### src/rtl/tx_frame_arbiter.sv
// Two-source AXIS round-robin frame arbiter feeding the 96-bit payload packager FIFO; a starved source's frame is zero-padded.
// Latency: 1 cycle of arbitration in ST_IDLE, then combinational pass-through per word.
// Backpressure: m_ready passes straight to the owning source; ST_PAD holds m_valid until accepted. Build option ARB_S0_PRIORITY_EN.
module tx_frame_arbiter #(
    parameter int WORDS_PER_FRAME = 3,
    parameter int TIMEOUT_CYCLES  = 255
) (
    input  logic        clk,
    input  logic        rst,
    input  logic        s0_valid,
    input  logic [31:0] s0_data,
    output logic        s0_ready,
    input  logic        s1_valid,
    input  logic [31:0] s1_data,
    output logic        s1_ready,
    output logic        m_valid,
    output logic [31:0] m_data,
    input  logic        m_ready,
    output logic [1:0]  grant,
    output logic        pad_err
);

    typedef enum logic [1:0] {
        ST_IDLE = 2'd0,
        ST_FWD  = 2'd1,
        ST_PAD  = 2'd2
    } state_t;

    state_t      state;
    state_t      state_nxt;
    logic        sel;          // current owner: 0 = s0, 1 = s1
    logic        sel_nxt;
    logic        last_src;     // owner of the most recently completed frame
    logic [7:0]  word_cnt;
    logic [15:0] stall_cnt;
    logic        sel_valid;
    logic [31:0] sel_data;
    logic        xfer;         // a word leaves this cycle
    logic        last_word;
    logic        timeout;

    assign sel_valid = sel ? s1_valid : s0_valid;
    assign sel_data  = sel ? s1_data  : s0_data;
    assign last_word = (word_cnt == 8'(WORDS_PER_FRAME - 1));

    // Outputs per state, then next state; reset forces the handshake signals low.
    always_comb begin
        state_nxt = state;
        sel_nxt   = sel;
        m_valid   = 1'b0;
        m_data    = 32'h0000_0000;
        s0_ready  = 1'b0;
        s1_ready  = 1'b0;
        grant     = 2'b00;
        timeout   = 1'b0;
        xfer      = 1'b0;

        case (state)
            ST_FWD: begin
                m_valid  = sel_valid;
                m_data   = sel_data;
                s0_ready = !sel && m_ready;
                s1_ready = sel && m_ready;
                grant    = sel ? 2'b10 : 2'b01;
            end
            ST_PAD: begin
                m_valid = 1'b1;
                grant   = sel ? 2'b10 : 2'b01;
            end
            default: ;
        endcase

        if (rst) begin
            m_valid  = 1'b0;
            s0_ready = 1'b0;
            s1_ready = 1'b0;
        end

        xfer = m_valid && m_ready;

        case (state)
            ST_IDLE: begin
                if (s0_valid || s1_valid) begin
                    state_nxt = ST_FWD;
`ifdef ARB_S0_PRIORITY_EN
                    sel_nxt = !s0_valid;
`else
                    if (s0_valid && s1_valid) sel_nxt = !last_src;
                    else                      sel_nxt = s1_valid;
`endif
                end
            end
            ST_FWD: begin
                if (xfer && last_word) begin
                    state_nxt = ST_IDLE;
                end else if (!sel_valid && stall_cnt == 16'(TIMEOUT_CYCLES - 1)) begin
                    state_nxt = ST_PAD;
                    timeout   = 1'b1;
                end
            end
            ST_PAD: begin
                if (xfer && last_word) state_nxt = ST_IDLE;
            end
            default: state_nxt = ST_IDLE;
        endcase
    end

    // State register.
    always_ff @(posedge clk) begin
        if (rst) state <= ST_IDLE;
        else     state <= state_nxt;
    end

    // Owner, frame position, starvation counter and the pad error pulse.
    always_ff @(posedge clk) begin
        if (rst) begin
            sel       <= 1'b0;
            last_src  <= 1'b1;   // s0 wins the first tie after reset
            word_cnt  <= 8'd0;
            stall_cnt <= 16'd0;
            pad_err   <= 1'b0;
        end else begin
            sel     <= sel_nxt;
            pad_err <= timeout;
            if (xfer) begin
                if (last_word) begin
                    word_cnt <= 8'd0;
                    last_src <= sel;
                end else begin
                    word_cnt <= word_cnt + 8'd1;
                end
            end
            // Only a silent owner counts as starvation; downstream backpressure does not.
            if (state == ST_FWD && state_nxt == ST_FWD && !xfer && !sel_valid)
                stall_cnt <= stall_cnt + 16'd1;
            else
                stall_cnt <= 16'd0;
        end
    end

endmodule

### config.mk
export PLATFORM = sky130hd
export DESIGN_NAME = tx_frame_arbiter
export DESIGN_NICKNAME = d
export VERILOG_FILES = /design/src/rtl/tx_frame_arbiter.sv
export SDC_FILE = /design/constraint.sdc
export NUM_CORES = 1
export LEC_CHECK = 0
export ABC_AREA = 1
export CAP_MARGIN = 20
export CORE_UTILIZATION = 40
export DETAILED_ROUTE_END_ITERATION = 7
export PLACE_DENSITY = 0.81
export SKIP_LAST_GASP = 1
export SYNTH_ARGS = -nofsm -noshare
export SYNTH_HDL_FRONTEND = slang
export SYNTH_SLANG_ARGS = --single-unit
### constraint.sdc
create_clock -name clk -period 2.33 [get_ports clk]
set_clock_uncertainty 0.2 [all_clocks]
set_input_delay 0.466 -clock clk [delete_from_list [all_inputs] [get_ports clk]]
set_output_delay 0.466 -clock clk [all_outputs]
set_load 0.05 [all_outputs]
==> results.cfg, run 1 <==
[finish]
diodes = 0
post-route-util = 0.707
final_cell_area_mm2 = 0.00345
drive_above_1_share = 0.200
layoutNonFillerInstCount = 516
fin_nets = 526
fillers = 432
syn_to_final_growth_pct = 65.3

[cts]
insertion_delay_ns = 0.28
cts_buffers = 5
clk_pin_slew_ns = 0.06
clockBufferDepth = 2
root_buffer = clkbuf_8
clock_sinks = 29
cts_tree = built
cts.htree.levels = 2

[yosys]
netlist_area_mm2 = 0.00209
async_flop_share = 0
synth_ff_type = dfxtp_1
netlist.area_leader.share = 0.278
syn_avg_cell_area_um2 = 6.33
netlist_instances = 330
yosys.area.top_type = dfxtp_1
synth_most_common_cell = nor2_1
synth.top_cells.by_area = dfxtp_1 28%, nor2_1 17%, o21ai_0 9.3%
synth_enable_flop_cells = 0
yosysSeqAreaShare = 0.278
synthDistinctLibCells = 24
yosys_register_bits = 29
syn_nets = 407
synth_common_cells = 97 x nor2_1, 39 x o21ai_0, 38 x nand2_1, 35 x inv_1, 29 x dfxtp_1
yosysWarnings = 0

[timing]
worst_pin_slew_ns = 0.507
setup_ws_ns = 0.112
min_period_over_period = 0.952
max_slew_margin = 0.661
hold_violations = 0
setup_viol = 0
fin_crit_ns = 2.22
maxSlewViolCount = 0
timing.hold.ws_ns = 0.256
grt_setup_unrepaired = false
clock.fmax_mhz = 451

[hold_path]
hold_path_class = reg2reg

[global_route]
grt-ovfl-total = 0
grt_max_degree = 35
grt_pass1_vias = 2153
antenna_found_initial = 0
grt_usage = 0.214
grt_pass1_wl_um = 9220

[die]
start_util = 0.428
fp.dieW_um = 74.3
die-area_mm2 = 0.00551
io_pins = 107
die_h_um = 74.3
rows = 25
coreArea_mm2 = 0.00488

[critical_path]
path_max_fanout = 3
crit_path_start_kind = register
arrival_ns = 1.55
critical_path_class = reg2out
endpoint_kind = primary output
required_ns = 1.66

[place]
dp.final_hpwl_um = 4690
finalWeightedCongestion = 0.806
placedCellCount = 506
placed_area_mm2 = 0.00325
portBuffers = 106
pre_cts_slack_ns = -0.261

[route]
vias = 2449
via_per_inst = 4.75
wl_um = 6260
drtIter0Drc = 80
drc_errors = 0
wire_per_inst_um = 12.1
ant_nets = 0
dr.pass1.iters = 4

[pwr]
power.density_mw_per_mm2 = 464
ir_drop_uv = 426
leakagePower_nw = 1.46

[outcome]
outcome = completed

[job]
cap_violations = 0
==> layout by cell type, fill, tap and decap left out, types with 2 or more instances in the layout <==
master	instances
nor3_1	10
nor2_1	96
nor2_4	4
nor3_2	14
dfxtp_1	28
nand2_1	38
ha_1	7
o21ai_0	39
a21oi_1	5
buf_6	3
nand3_1	9
xor2_1	7
nand4_1	6
clkdlybuf4s50_1	68
nand3_2	2
inv_2	2
buf_12	5
xnor2_1	7
clkbuf_8	6
buf_4	47
inv_1	34
nor2_2	3
==> state kept, by name, summed over array words and instances, names as in the netlist <==
name / cells
sel: 1
stall_cnt: 16
pad_err: 1
word_cnt: 8
state: 2
last_src: 1
==> final cells by class <==
cell class,instances,area (um^2),share of cell area
Tap cell,67,83.8,0.0243
Timing Repair Buffer,125,1210,0.351
Clock buffer,7,86.3,0.0250
Multi-Input combinational cell,252,1350,0.392
Sequential cell,29,582,0.169
Inverter,36,135,0.0391
==> metrics by stage <==
| step | total power, mW | setup TNS (ns) |
|---|---|---|
| finish | 1.60 | 0 |
| global route | 1.67 | 0 |
| CTS | 1.60 | -0.00691 |
| detailed placement | 1.15 | -3.95 |
| global placement | 1.14 | -3.27 |
| floorplan | 0.882 | -0.501 |
==> report_power, final <==
| group | total [mW] | internal [mW] | leakage [nW] | switching [mW] |
|---|---|---|---|---|
| clock | 0.415 | 0.234 | 0.0443 | 0.181 |
| sequential | 0.509 | 0.502 | 0.234 | 0.00711 |
| combinational | 0.680 | 0.282 | 1.18 | 0.397 |
==> metal layers <==
| metal | track usage | share of wire |
|---|---|---|
| met1 | 0.251 | 0.42 |
| met2 | 0.389 | 0.53 |
| met3 | 0.0447 | 0.038 |
| met4 | 0.0650 | 0.012 |
| met5 | 0 | 0 |
==> critical path, stage by stage, from the launching register on <==
cell and delay, ns:
dfxtp_2 0.36, inv_1 0.08, ha_1 0.32, nand2_1 0.10
nor2_4 0.12, nand2_1 0.08, inv_1 0.07, buf_6 0.15
==> final timing paths <==
path | startpoint | end | slack, ns | cells past startpoint
worst max-delay path | state[0] | m_valid | 0.11 | 7
worst max register to register | state[1] | stall_cnt[14] | 0.15 | 10
worst min-delay path | stall_cnt[0] | stall_cnt[0] | 0.26 | 1
worst min register to register | stall_cnt[0] | stall_cnt[0] | 0.26 | 1
==> cells by family after synthesis <==
group / share of synthesized area
simple gates: 0.410
buf+inv: 0.0959
compound gates: 0.109
flops: 0.278
xor+xnor: 0.0587
fa+ha+maj: 0.0479
==> repair_timing <==
action                     CTS  global route
setup endpoints to repair   18            22
setup buffers                0             2
gates cloned                 1             0
hold buffers                 0             0
gates resized for setup     10             8
Power figures use the tool's default switching activity.
==> inputs of run 2 (changes only) <==
==> constraint.sdc (replaced) <==
create_clock -name clk -period 2.33 [get_ports clk]
set_clock_uncertainty 0.2 [all_clocks]
set_input_delay 0.3495 -clock clk [delete_from_list [all_inputs] [get_ports clk]]
set_output_delay 0.3495 -clock clk [all_outputs]
set_load 0.05 [all_outputs]
==> run 2 against run 1 <==
Compared with the run above: global-route usage about the same; largest power group unchanged; final cell count shrank 0.97%; via count fell by 1.2%; first-iteration DRC count up 26%; utilization shrank 1.6 points; clock power increased by 11%; wire length down 2.2%; register-to-register slack about the same.
==> results.cfg, run 2 (synthesized netlist as in run 1, its figures left out) <==
[global_route]
grt_max_degree = 35
antenna_found_initial = 0
grt_usage = 0.213
grt-ovfl-total = 0
grt_use_met3 = 0.0501
busiest_layer = met2
met1_usage = 0.264
grt_pass1_vias = 2159
gr-usage-met2 = 0.375
grt_pass1_wl_um = 9270

[timing]
hold_violations = 0
min_period_over_period = 0.966
maxSlewViolCount = 0
tns_ns = 0
setup_viol = 0
timing.hold.ws_ns = 0.259
fin_crit_ns = 2.25
max_slew_margin = 0.667
setup_ws_ns = 0.0802
worst_pin_slew_ns = 0.498
grt_setup_unrepaired = true
clock.fmax_mhz = 444

[cts]
cts_buffers = 5
root_buffer = clkbuf_8
ctsResizeCount = 5
clock_sinks = 29
post_cts_buffers = 0
cts_tree = built
clk_pin_slew_ns = 0.07
hold_buffers = 0
cts.htree.levels = 2
insertion_delay_ns = 0.28
clockBufferDepth = 2

[place]
dp.final_hpwl_um = 4640
finalWeightedCongestion = 0.808
placedCellCount = 503
pre_cts_slack_ns = -0.180
placed_area_mm2 = 0.00322
portBuffers = 106

[finish]
syn_to_final_growth_pct = 61.6
top_register = stall_cnt
final_cell_area_mm2 = 0.00337
seqCellArea_um2 = 581
post-route-util = 0.692
fillers = 433
largestRegisters = stall_cnt (16), word_cnt (8), state (2)
largest_reg_flops = 16
final_common_cell = nor2_1
final_cell_mix = 96 x nor2_1, 69 x clkdlybuf4s50_1, 45 x buf_4
layoutNonFillerInstCount = 511
drive_above_1_share = 0.187
diodes = 0
fin_nets = 520
multi_input_area_mm2 = 0.00135

[route]
drc_errors = 0
wire_per_inst_um = 12.0
drtIter0Drc = 101
ant_nets = 0
dr.pass1.iters = 4
wl_um = 6120
via_per_inst = 4.73
vias = 2419

[pwr]
fin_total_pwr_mw = 1.61
leakagePower_nw = 1.42
ir_drop_uv = 395
power.density_mw_per_mm2 = 476

[job]
cap_violations = 0

[die]
coreArea_mm2 = 0.00488
die-area_mm2 = 0.00551
die_h_um = 74.3
io_pins = 107
rows = 25
fp.dieW_um = 74.3
start_util = 0.428

[critical_path]
endpoint_kind = primary output
crit_path_start_kind = register
critical_path_class = reg2out
required_ns = 1.78
arrival_ns = 1.70
path_max_fanout = 34

[outcome]
outcome = completed

[hold_path]
hold_path_class = reg2reg
## run 2: layer usage
layer	wire length, um	up-vias
met3	224	12
li1	-	1270
met2	3140	46
met4	95	0
met1	2660	1091
met5	0	-
## run 2: path summary, 6_finish.rpt
kind,from,to,slack (ns),cells past startpoint
hold reg to reg,stall_cnt[0],stall_cnt[0],0.26,1
hold / removal,stall_cnt[0],stall_cnt[0],0.26,1
setup reg to reg,state[0],stall_cnt[0],0.16,10
setup / recovery,state[1],s0_ready,0.08,8
## run 2: worst max-delay path: stages, from the launching register on
cell	delay (ns)
dfxtp_1	0.31
inv_1	0.08
ha_2	0.22
buf_12	0.17
inv_1	0.07
nor2_2	0.12
inv_1	0.11
nor3_4	0.17
buf_12	0.16
## run 2: layout make-up
type,instances,area share
multi-input cells,252,0.399
flip-flops and latches,29,0.172
clock buffers,7,0.0286
inverters,36,0.0400
well taps,67,0.0248
clock inverters,1,0.00148
repair buffers,119,0.334
## run 2: where the power goes
part	leakage, nW	internal [mW]	switching [mW]
clock	0.0542	0.267	0.193
sequential	0.234	0.501	0.00566
combinational	1.13	0.251	0.390
total	1.42	1.02	0.588
==> inputs of run 3 (changes only) <==
REMOVE_ABC_BUFFERS = 1   (was not set)
==> run 3 against run 2 <==
Compared with the run above: final area is 1.1% lower; power is 5.2% higher; fmax decreased by 1.3%; register-to-register slack about the same; sequential share of layout area is 0.31 points higher; sequential power about the same; critical path depth shrank 1; combinational power is 2% lower; first-iteration DRC count fell by 9.9%; clock power up 21%; global-route usage rose by 3.2 points; largest cell class unchanged.
==> results.cfg, run 3 (synthesized netlist as in run 1, its figures left out) <==
[route]
drc_errors = 0
wl_um = 6720
drtIter0Drc = 91
vias = 2471
wire_per_inst_um = 13.3
ant_nets = 0
via_per_inst = 4.89
dr.pass1.iters = 4

[timing]
min_period_over_period = 0.979
grt_setup_unrepaired = true
fin_crit_ns = 2.28
hold_violations = 0
setup_viol = 0
worst_pin_slew_ns = 0.521
clock.fmax_mhz = 438
max_slew_margin = 0.652
timing.hold.ws_ns = 0.261
maxSlewViolCount = 0

[finish]
largest_reg_flops = 16
largestRegisters = stall_cnt (16), word_cnt (8), state (2)
syn_to_final_growth_pct = 59.7
fin_nets = 514
top_register = stall_cnt
post-route-util = 0.684
final_common_cell = nor2_1
diodes = 0
drive_above_1_share = 0.176
final_cell_area_mm2 = 0.00334
final_cell_mix = 97 x nor2_1, 69 x clkdlybuf4s50_1, 39 x o21ai_0

[cts]
clock_sinks = 29
root_buffer = clkbuf_8
clockBufferDepth = 2
clk_pin_slew_ns = 0.07
insertion_delay_ns = 0.29
cts_tree = built
cts.htree.levels = 2
cts_buffers = 5

[die]
die-area_mm2 = 0.00551
fp.dieW_um = 74.3
die_h_um = 74.3
io_pins = 107
rows = 25
coreArea_mm2 = 0.00488
start_util = 0.428

[global_route]
grt_pass1_wl_um = 10400
grt_usage = 0.246
grt_pass1_vias = 2322
antenna_found_initial = 0
grt_max_degree = 34
grt-ovfl-total = 0

[critical_path]
path_max_fanout = 4
arrival_ns = 1.73
crit_path_start_kind = register
critPathBufInv = 4
required_ns = 1.78
cpMostUsedCell = inv_1
critPathMaxStageDelay_ns = 0.34
endpoint_kind = primary output
critical_path_class = reg2out
critPathTopFamily = buffers and inverters
path_cells = inv_1 -> ha_1 -> inv_1 -> nor2_1 -> inv_1 -> nor3_1 -> buf_12
crit_path_top_delay_cell = dfxtp_2

[hold_path]
hold_path_class = reg2reg

[place]
placed_area_mm2 = 0.00318
portBuffers = 106
finalWeightedCongestion = 0.811
dp.final_hpwl_um = 5090

[outcome]
outcome = completed

[pwr]
ir_drop_uv = 408
leakagePower_nw = 1.39
power.density_mw_per_mm2 = 507

[job]
cap_violations = 0
==> run 3: cell types whose count changed in the layout (fill, tap and decap cells not counted), moves of 2 or more <==
cell	previous run	this run
buf_4	45	38
nor3_4	2	0
nor3_1	11	13
dfxtp_1	29	26
dfxtp_2	0	3
==> run 3: where the power goes <==
part | switching, mW | leakage (nW) | internal [mW]
registers | 0.00730 | 0.235 | 0.502
logic | 0.384 | 1.10 | 0.242
clock network | 0.208 | 0.0574 | 0.347
total | 0.599 | 1.39 | 1.09
==> run 3: repair_timing <==
| action | 4_1_cts | 5_1_grt |
|---|---|---|
| hold endpoints to repair | 0 | 0 |
| endpoints found under the setup margin | 0 | 46 |
| buffers inserted | 0 | 1 |
| resized for setup | 0 | 6 |
| hold buffers | 0 | 0 |
==> run 3: worst paths after layout <==
path	slack, ns	startpoint	cells past startpoint	end
setup reg to reg	0.16	state[1]	11	stall_cnt[3]
setup / recovery	0.05	state[1]	7	s0_ready
hold / removal	0.26	stall_cnt[0]	1	stall_cnt[0]
hold reg to reg	0.26	stall_cnt[0]	1	stall_cnt[0]
==> run 3: per-layer routing <==
metal,track usage,wire length (um),vias to the layer above
met5,0,0,-
met4,0.111,220,0
met3,0.0813,620,21
met2,0.435,3210,88
met1,0.266,2660,1101
li1,-,-,1261
==> run 3: layout make-up <==
cell class	instances	area [um^2]
clock inverters	2	37.5
fillers	419	1540
flip-flops and latches	29	584
repair buffers	113	1090
clock buffers	6	82.6
inverters	36	135
multi-input cells	252	1330
well taps	67	83.8
==> run 3: through the flow <==
step | worst slack, ns | std cells | power, mW | setup TNS, ns
6_report | 0.0495 | 505 | 1.69 | 0
5_1_grt | -0.0738 | 505 | 1.76 | -0.534
4_1_cts | 0.0487 | 504 | 1.69 | 0
3_5_place_dp | 0.0583 | 496 | 1.13 | 0
3_3_place_gp | 0.152 | 496 | 1.13 | 0
2_1_floorplan | -0.512 | 317 | 0.870 | -6.71
==> variant, RTL diff (flow settings as in run 1) <==
Add a define of `ARB_S0_PRIORITY_EN`.
--- a/src/rtl/tx_frame_arbiter.sv
+++ b/src/rtl/tx_frame_arbiter.sv
@@ -1,6 +1,8 @@
 // Two-source AXIS round-robin frame arbiter feeding the 96-bit payload packager FIFO; a starved source's frame is zero-padded.
 // Latency: 1 cycle of arbitration in ST_IDLE, then combinational pass-through per word.
 // Backpressure: m_ready passes straight to the owning source; ST_PAD holds m_valid until accepted. Build option ARB_S0_PRIORITY_EN.
+`define ARB_S0_PRIORITY_EN
+
 module tx_frame_arbiter #(
     parameter int WORDS_PER_FRAME = 3,
     parameter int TIMEOUT_CYCLES  = 255
Behaviour: not the same (Yosys sat finds a counterexample within 10 cycles, from zero or initial values and one cycle with rst high).
==> variant against run 1 <==
Hold slack improved by 0.029 ns; critical path depth is 2 lower; synthesized area up 0.54%; critical endpoint is now s1_ready; sequential cell count fell by 1; highest routed layer unchanged; die area increased by 0.53%; total power down 5.6%; non-clock buffer count down 4; final area shrank 1.1%; first-iteration DRC count decreased by 16%; wire length increased by 1.7%; worst setup slack worse by 0.035 ns; sequential power down 4%.
==> variant: results (changes against run 1) <==
Status
  • Status: complete, no violations (unchanged)

Logic synthesis
  • Ys async rst share: 0% (unchanged)
  • Sequential fraction of the synthesis area: 26.70% (was 27.80%)
  • Main area contributors after synthesis: dfxtp_1 (27%), nor2_1 (16%), o21ai_0 (9.1%) (was dfxtp_1 (28%), nor2_1 (17%), o21ai_0 (9.3%))
  • Synth cell count leaders: nor2_1 (90), inv_1 (38), o21ai_0 (38) (was nor2_1 (97), o21ai_0 (39), nand2_1 (38))
  • Post-synth EDFFs: 0 (unchanged)
  • Primary FF master, synth: dfxtp_1 (unchanged)
  • Yosys synthesis warning count: 0 (unchanged)
  • Post-synth net total: 409 (was 407)
  • Distinct cells, synth: 26 (was 24)

Clocking
  • Max Buffers Root-to-Sink: 2 (unchanged)
  • H-tree Lvls: 1 (was 2)
  • Total CTS buffers: 3 (was 5)
  • Register clock-pin slew on the reported worst setup and hold paths: 0.09 ns (was 0.06 ns)
  • Worst skew pair latency: 0.27 ns
  • Clk Tree Root Cell: clkbuf_8 (unchanged)

Routing
  • Routed vias/inst: 4.796 (was 4.746)
  • Starting DRT DRC Count: 67 (was 80)
  • Pre-antenna DRT Iters: 4 (unchanged)
  • Final wirelength: 6.362 mm (was 6.257 mm)

Power
  • Internal: 0.9112 mW (was 1.018 mW)
  • Worst vdd ir: 456.3 uV (was 426.3 uV)
  • Leak: 1.404 nW (was 1.461 nW)

GRT
  • All-Layer GR Usage: 22.34% (was 21.37%)
  • Vias in the first global route: 2192 (was 2153)
  • Global-route wire length before repair: 9.715 mm (was 9.218 mm)
  • Antenna violations before repair: 0 (unchanged)
  • Largest net degree at the start of global routing: 36 (was 35)

Placement
  • PortBufs: 106 (unchanged)
  • Detailed placer's ending HPWL: 5.128 mm (was 4.690 mm)
  • DP Area: 0.003324 mm^2 (was 0.003246 mm^2)
  • GP Congestion: 0.8899 (was 0.8056)

Cells and area
  • Layout cell share with drive strength beyond 1: 26.58% (was 20.04%)
  • Final net count: 522 (was 526)
  • Top Registers: stall_cnt: 16 flops, word_cnt: 8 flops, state: 2 flops (unchanged)
  • Diodes inserted: 0 (unchanged)

Setup path
  • CP max FO: 4 (was 3)
  • Worst Path Arrival: 1.59 ns (was 1.55 ns)
  • Critical Path Start Type: input port (was register)

Hold path
  • Worst Hold Class: reg -> reg (unchanged)

STA
  • Worst Tran Pin Value: 0.4884 ns (was 0.5072 ns)
==> variant: kinds of logic after synthesis <==
kind of cell / after synthesis / share of synthesized area, %
simple gates: 182 / 40.88
buf+inv: 54 / 10.61
compound gates: 46 / 11.20
flops: 28 / 26.70
xor+xnor: 14 / 5.840
fa+ha+maj: 8 / 4.768
==> variant: path summary, 6_finish.rpt <==
check,startpoint,to,slack [ns],cells after the start
setup / recovery,rst,s1_ready,0.08,5
hold / removal,stall_cnt[0]$_SDFF_PP0_,stall_cnt[0]$_SDFF_PP0_,0.29,1
setup reg to reg,state[0]$_SDFF_PP0_,stall_cnt[2]$_SDFF_PP0_,0.21,10
hold reg to reg,stall_cnt[0]$_SDFF_PP0_,stall_cnt[0]$_SDFF_PP0_,0.29,1
==> variant: power groups by stage <==
stage / clock network [mW] / registers, mW / logic [mW]
final: 0.298 / 0.491 / 0.724
after CTS: 0.306 / 0.490 / 0.721
after detailed placement: 0 / 0.501 / 0.715
after floorplan: 0 / 0.499 / 0.439
after global routing: 0.319 / 0.492 / 0.775
after global placement: 0 / 0.501 / 0.707
==> variant: cell type report <==
type / instances / area (um^2)
repair buffers: 121 / 1144
multi-input cells: 250 / 1411
clock buffers: 4 / 55.05
flip-flops and latches: 28 / 561.8
well taps: 70 / 87.58
fillers: 434 / 1662
inverters: 41 / 153.9
==> variant: routing by layer <==
layer | wire [um] | global-route usage, % | up-vias
met5 | 0 | 0 | -
met4 | 299 | 12.37 | 0
met3 | 519 | 4.201 | 23
met2 | 3059 | 40.94 | 73
met1 | 2484 | 23.97 | 1097
li1 | - | - | 1272
==> variant: worst max-delay path: stages <==
cell and delay, ns:
clkdlybuf4s50_1 0.49, nor2_2 0.17, inv_1 0.08, nor3_2 0.20, buf_12 0.17
==> variant: what timing repair did <==
item | 4_1_cts | 5_1_grt
setup endpoints to repair | 20 | 38
hold buffers | 0 | 0
pin swaps | 0 | 1
buffers inserted | 0 | 0
hold endpoints to repair | 0 | 0
resized for setup | 3 | 6
==> variant: metrics by stage <==
stage | hold WS [ns] | cells | setup WS, ns | utilization, %
floorplan | 0.2535 | 332 | -0.2735 | -
global placement | 0.2736 | 510 | -0.06105 | 65.51
detailed placement | 0.2756 | 510 | -0.1444 | 65.51
CTS | 0.2912 | 514 | 0.04576 | 66.86
global route | 0.3211 | 514 | 0.006353 | 67.26
finish | 0.2854 | 514 | 0.07750 | 67.26
